`config.mk`:
```
export PLATFORM = sky130hd
export DESIGN_NAME = mtr_drv_ctrl
export DESIGN_NICKNAME = d
export VERILOG_FILES = /design/src/rtl/mtr_drv_ctrl.sv
export SDC_FILE = /design/constraint.sdc
export NUM_CORES = 1
export LEC_CHECK = 0
export ABC_AREA = 0
export CORE_ASPECT_RATIO = 0.9
export CORE_MARGIN = 3
export CORE_UTILIZATION = 50
export CTS_BUF_LIST = sky130_fd_sc_hd__clkbuf_4
export DETAILED_ROUTE_END_ITERATION = 8
export PLACE_DENSITY = 0.79
export SYNTH_ARGS = -nofsm -noshare
export SYNTH_HDL_FRONTEND = slang
export SYNTH_SLANG_ARGS = --single-unit
```
`constraint.sdc`:
```
create_clock -name clk -period 9.2 [get_ports clk]
set_input_delay 2.76 -clock clk [delete_from_list [all_inputs] [get_ports clk]]
set_output_delay 2.76 -clock clk [all_outputs]
set_load 0.02 [all_outputs]
```
`src/rtl/mtr_drv_ctrl.sv`:
```
// -----------------------------------------------------------------------------
// mtr_drv_ctrl
// Sequences the left/right PWM11 motor channels of the segway drive. Signed
// speed commands become 11-bit duty values plus direction bits. Duty and
// direction change only on the last cycle of each 2048-clock PWM period.
// Duty slews by at most SLEW per period, and a direction reversal always
// ramps through zero duty first.
//
// Ports
//   clk        in   1   system clock
//   rst_n      in   1   asynchronous active-low reset
//   en         in   1   drive enable
//   kill       in   1   fault stop, level sensitive
//   lft_spd    in  12   signed left speed command
//   rght_spd   in  12   signed right speed command
//   lft_duty   out 11   duty to left PWM11
//   rght_duty  out 11   duty to right PWM11
//   lft_fwd    out  1   left direction, 1 = forward
//   rght_fwd   out  1   right direction, 1 = forward
//   prd_end    out  1   high on the last cycle of each PWM period
//   drv_state  out  2   0 = IDLE, 1 = RUN, 2 = STOP, 3 = FAULT
// -----------------------------------------------------------------------------
module mtr_drv_ctrl #(
  parameter logic [10:0] SLEW     = 11'd64,
  parameter logic [10:0] MIN_DUTY = 11'd40,
  parameter logic [10:0] MAX_DUTY = 11'd2000
) (
  input  logic        clk,
  input  logic        rst_n,
  input  logic        en,
  input  logic        kill,
  input  logic [11:0] lft_spd,
  input  logic [11:0] rght_spd,
  output logic [10:0] lft_duty,
  output logic [10:0] rght_duty,
  output logic        lft_fwd,
  output logic        rght_fwd,
  output logic        prd_end,
  output logic [1:0]  drv_state
);

  typedef enum logic [1:0] {
    ST_IDLE  = 2'd0,
    ST_RUN   = 2'd1,
    ST_STOP  = 2'd2,
    ST_FAULT = 2'd3
  } drv_state_e;

  drv_state_e  state_q;
  logic [10:0] prd_cnt_q;
  logic        prd_end_q;
  logic [10:0] lft_duty_q;
  logic [10:0] rght_duty_q;
  logic        lft_fwd_q;
  logic        rght_fwd_q;

  // Candidate {fwd, duty} for each channel if this cycle is an update edge.
  logic [11:0] lft_upd_s;
  logic [11:0] rght_upd_s;

  // Magnitude-to-duty mapping: zero stays zero, otherwise add the stiction
  // offset and clamp. -2048 has no positive twin, so it saturates to 2047.
  function automatic logic [10:0] spd_to_tgt(input logic [11:0] spd);
    logic [11:0] mag;
    logic [11:0] sum;
    if (spd[11]) begin
      mag = (~spd) + 12'd1;
    end else begin
      mag = spd;
    end
    if (mag[11]) begin
      mag = 12'd2047;
    end else begin
      mag = mag;
    end
    sum = mag + {1'b0, MIN_DUTY};
    if (mag == 12'd0) begin
      return 11'd0;
    end else if (sum > {1'b0, MAX_DUTY}) begin
      return MAX_DUTY;
    end else begin
      return sum[10:0];
    end
  endfunction

  // One bounded step from cur toward tgt, never overshooting either way.
  function automatic logic [10:0] slew_step(input logic [10:0] cur,
                                            input logic [10:0] tgt);
    logic [11:0] up;
    up = {1'b0, cur} + {1'b0, SLEW};
    if (cur < tgt) begin
      return (up > {1'b0, tgt}) ? tgt : up[10:0];
    end else if (cur > tgt) begin
      return ((cur - tgt) > SLEW) ? (cur - SLEW) : tgt;
    end else begin
      return cur;
    end
  endfunction

  // Next {fwd, duty} for one channel. With run=0 the target is zero and the
  // direction is held. A requested reversal first drives duty to zero; the
  // direction bit flips only on an update that starts at zero duty, so duty
  // in the new direction appears on the update after the flip at the earliest.
  function automatic logic [11:0] chan_next(input logic [10:0] cur,
                                            input logic        fwd,
                                            input logic [11:0] spd,
                                            input logic        run);
    logic tgt_fwd;
    tgt_fwd = ~spd[11];
    if (!run) begin
      return {fwd, slew_step(cur, 11'd0)};
    end else if (tgt_fwd != fwd) begin
      if (cur == 11'd0) begin
        return {tgt_fwd, 11'd0};
      end else begin
        return {fwd, slew_step(cur, 11'd0)};
      end
    end else begin
      return {fwd, slew_step(cur, spd_to_tgt(spd))};
    end
  endfunction

  // Enable selects commanded targets; without it both channels ramp to zero.
  assign lft_upd_s  = chan_next(lft_duty_q,  lft_fwd_q,  lft_spd,  en);
  assign rght_upd_s = chan_next(rght_duty_q, rght_fwd_q, rght_spd, en);

  // Period counter, drive FSM and all registered outputs.
  always_ff @(posedge clk or negedge rst_n) begin
    if (!rst_n) begin
      state_q     <= ST_IDLE;
      prd_cnt_q   <= 11'd0;
      prd_end_q   <= 1'b0;
      lft_duty_q  <= 11'd0;
      rght_duty_q <= 11'd0;
      lft_fwd_q   <= 1'b1;
      rght_fwd_q  <= 1'b1;
    end else begin
      prd_cnt_q <= prd_cnt_q + 11'd1;
      // Registered one cycle early so prd_end is high exactly while the
      // count reads 2047.
      prd_end_q <= (prd_cnt_q == 11'd2046);
      if (kill) begin
        state_q     <= ST_FAULT;
        lft_duty_q  <= 11'd0;
        rght_duty_q <= 11'd0;
      end else begin
        case (state_q)
          ST_IDLE: begin
            state_q <= en ? ST_RUN : ST_IDLE;
          end
          ST_RUN, ST_STOP: begin
            if (prd_end_q) begin
              lft_duty_q  <= lft_upd_s[10:0];
              lft_fwd_q   <= lft_upd_s[11];
              rght_duty_q <= rght_upd_s[10:0];
              rght_fwd_q  <= rght_upd_s[11];
            end else begin
              lft_duty_q  <= lft_duty_q;
              rght_duty_q <= rght_duty_q;
            end
            if (en) begin
              state_q <= ST_RUN;
            end else if ((state_q == ST_STOP) && prd_end_q &&
                         (lft_upd_s[10:0] == 11'd0) &&
                         (rght_upd_s[10:0] == 11'd0)) begin
              state_q <= ST_IDLE;
            end else begin
              state_q <= ST_STOP;
            end
          end
          ST_FAULT: begin
            state_q <= en ? ST_FAULT : ST_IDLE;
          end
          default: begin
            state_q     <= ST_FAULT;
            lft_duty_q  <= 11'd0;
            rght_duty_q <= 11'd0;
          end
        endcase
      end
    end
  end

  assign lft_duty  = lft_duty_q;
  assign rght_duty = rght_duty_q;
  assign lft_fwd   = lft_fwd_q;
  assign rght_fwd  = rght_fwd_q;
  assign prd_end   = prd_end_q;
  assign drv_state = state_q;

endmodule

```
==> flow_metrics.py, run 1 <==
metrics = {
    "yosys": {
        "synth_area_mm2": 0.00577,
        "synth.area.top_cells": "dfrtp_1 16%, ha_1 10%, nand2_1 5.2%",
        "async_reset_ff_share_pct": 100,
        "yosysMostFrequentCell": "nand2_1",
        "synth_edf_count": 0,
        "ys.flop_type": "dfrtp_1",
        "synth_top_family_by_area": "simple AND/OR/NAND/NOR gates",
        "yosys.area_share.xor_xnor_pct": 6.53,
        "synth_mux_area_share_pct": 2.73,
        "synthCells": 776,
        "syn-num-nets": 854,
        "synth_compound_area_share_pct": 27.9,
        "synth_commonest_cells": "80 x nand2_1, 79 x nor2_1, 51 x a21oi_1",
        "synth_fa_ha_area_share_pct": 11.1,
        "synthSimpleGateAreaFrac_pct": 29.8,
        "ys_types": 86,
        "yosysWarnings": 0,
        "ys_seq_area_share_pct": 16.5,
        "ys_ff_latch": 38,
        "synth_top_area_cell": "dfrtp_1",
        "synth_top_area_share_pct": 15.6,
        "syn_area_per_cell_um2": 7.43,
    },
    "power_and_ir_drop": {
        "combPwrFrac_pct": 44.3,
        "p_sw_share_pct": 39.1,
        "p_int_uw": 317,
        "p_seq_share_pct": 32.5,
        "power_density_mw_per_mm2": 79.1,
        "clkPwrFrac_pct": 23.2,
        "p_leak_nw": 2.64,
        "switchingPower_uw": 203,
        "irDropWorstVdd_mv": 0.0595,
    },
    "setup_path": {
        "critPathLaunchType": "input pin",
        "path_class": "input pin to register",
        "r2r_slack_ns": 5.00,
        "worstPathCellList": "clkdlybuf4s50_1, inv_1, ha_2, or4b_1, o311a_1, a211oi_2, nand4b_1, a21oi_2, a41oi_1, a21boi_1, ha_1, fa_1, nand2b_1, a21oi_2, mux2i_1, nor4_2, o2111ai_1, nor2b_1, a221oi_1, a31oi_1, or4b_1, nor4_2, a31oi_1",
        "end_kind": "register",
        "critPathTopFamily": "compound AO/OA/AOI/OAI gates",
        "crit_fanout": 7,
        "required_ns": 9.46,
        "slowest_delay_ns": 0.58,
        "path_buf_inv": 2,
        "critPathArrivalTime_ns": 9.10,
        "crit_path_top_delay_cell": "or4b_1",
    },
    "grt": {
        "grt_pass1_wl_um": 28700,
        "grt.total_usage_pct": 26.5,
        "antenna_found_initial": 0,
        "grt_max_degree": 39,
        "first_global_vias": 5855,
        "overflow": 0,
    },
    "cts": {
        "clock_latency_ns": 0.37,
        "cts_tree": "done",
        "clockRootBuffer": "clkbuf_4",
        "numClockSinks": 38,
        "htree_num_levels": 2,
        "numCtsBuffers": 5,
        "clk_pin_slew_worst_paths_ns": 0.13,
        "cts_buffer_depth": 2,
    },
    "timing": {
        "finalCriticalPeriod_ns": 8.85,
        "fin_skew_ns": 0.00332,
        "max_slew_margin_pct": 41.9,
        "tns_ns": 0,
        "setup_viol": 0,
        "rsz0062_at_grt": "false",
        "holdWs_ns": 0.483,
        "report.final.slew_viol_count": 0,
        "tightest_slew_ns": 0.871,
        "hold_viol_final": 0,
        "max_freq_ghz": 0.113,
        "min_period_over_period_pct": 96.1,
    },
    "final_layout": {
        "final_area_mm2": 0.00658,
        "num-fill-cells": 976,
        "postLayoutCoreUtil_pct": 59.6,
        "nNetsFinal": 898,
        "diodes": 0,
        "synthToLayoutAreaGrowth_pct": 14.1,
        "drive_gt1_share_pct": 9.62,
    },
    "floorplan": {
        "rows": 36,
        "dieArea_mm2": 0.0129,
        "io_pins": 55,
        "core_mm2": 0.0110,
        "die_w_um": 119,
        "die_y_um": 108,
        "initial_core_util_pct": 52.2,
    },
    "drt": {
        "totalWireLength_um": 17300,
        "via_per_inst": 6.51,
        "vias": 6339,
        "firstDrtPassIters": 5,
        "wl_per_cell_um": 17.8,
        "postRouteAntennaNets": 0,
        "initialDrtViolationCount": 608,
        "drc": 0,
    },
    "place": {
        "dp_hpwl_um": 13400,
        "dpl_cell_area_mm2": 0.00645,
        "numPortBuffers": 54,
        "gp_congestion": 0.978,
    },
    "run": {
        "drv_cap": 0,
    },
    "run_status": {
        "outcome": "finished, final reports clean",
    },
    "hold_path": {
        "min_path_type": "register to register",
    },
}
[placed cells by master (no fill, tap or decap), types with 23 or more instances in the layout]
master,instances
a21oi_1,49
clkdlybuf4s50_1,53
dfrtp_1,36
ha_1,47
inv_1,38
nand2_1,80
nand3_1,26
nor2_1,79
o21ai_0,34
xnor2_1,23
[area by class of cell]
class	instances	area, um^2	area share, %
multi-input combinational	663	4530	68.8
sequential	38	953	14.5
timing repair buffer	74	686	10.4
tap	152	190	2.89
inverter	38	143	2.17
clock inverter	3	45.0	0.685
clock buffer	5	37.5	0.570
[worst paths after layout]
path	startpoint	endpoint	cells past startpoint
max in group asynchronous	rst_n	rght_duty[1]$_DFFE_PN0P_	1
hold reg to reg	prd_cnt_q[10]$_DFF_PN0_	prd_cnt_q[10]$_DFF_PN0_	1
hold / removal	prd_cnt_q[10]$_DFF_PN0_	prd_cnt_q[10]$_DFF_PN0_	1
setup / recovery	lft_spd[0]	drv_state[1]$_DFF_PN0_	23
setup reg to reg	rght_duty[6]$_DFFE_PN0P_	drv_state[1]$_DFF_PN0_	12
min in group asynchronous	rst_n	lft_duty[7]$_DFFE_PN0P_	1
[repair_timing]
item,CTS,global route
resized for setup,0,6
setup endpoints to repair,0,3
hold buffers,0,0
buffers inserted,0,3
[worst register-to-register path: cells and delay by family (launching register included)]
family	cells	cell delay, ns
compound gates	6	1.56
buf+inv	1	0.26
flops	1	0.68
mux	1	0.28
fa+ha+maj	1	0.50
simple gates	3	0.81
[state kept, by name, summed over array words and instances (netlist names)]
| register | flops |
|---|---|
| drv_state | 2 |
| rght_fwd | 1 |
| lft_fwd | 1 |
| rght_duty | 11 |
| prd_cnt_q | 11 |
| lft_duty | 11 |
| prd_end | 1 |
[per-stage QoR]
step | cells | setup WS (ns) | power, mW
after floorplan | 776 | 0.598 | 0.328
after global placement | 962 | 0.0443 | 0.386
after detailed placement | 962 | -0.131 | 0.392
after CTS | 970 | 0.215 | 0.512
after global routing | 973 | 0.00310 | 0.551
final | 973 | 0.354 | 0.520
[kinds of logic (layout without fill, tap and decap cells)]
kind of cell	after synthesis	after routing
DFF	38	38
muxes	14	14
AOI/OAI and AO/OA	226	226
buffers and inverters	75	120
xor gates and xnor gates	43	43
adders and majority gates	50	50
and+or+nand+nor	330	330
[power by group through the flow]
stage | Clock [mW] | Sequential [mW] | Combinational, mW
6_report | 0.121 | 0.169 | 0.231
5_1_grt | 0.129 | 0.169 | 0.252
4_1_cts | 0.121 | 0.169 | 0.221
3_5_place_dp | 0 | 0.172 | 0.220
3_3_place_gp | 0 | 0.172 | 0.213
2_1_floorplan | 0 | 0.173 | 0.155
[metal layers]
metal	share of wire (%)	GRT usage, %	vias to the layer above
met2	45	42.6	297
met5	0	0	-
met1	45	37.4	3032
li1	-	-	2972
met4	1.5	4.88	0
met3	8.4	5.25	38
(Power assumes the default switching activity.)
==> run 2: changes to the inputs <==
Settings changed: SKIP_LAST_GASP from default to 1.
==> results of run 2 <==
The final DEF is identical to that of run 1; final timing and power are the same.
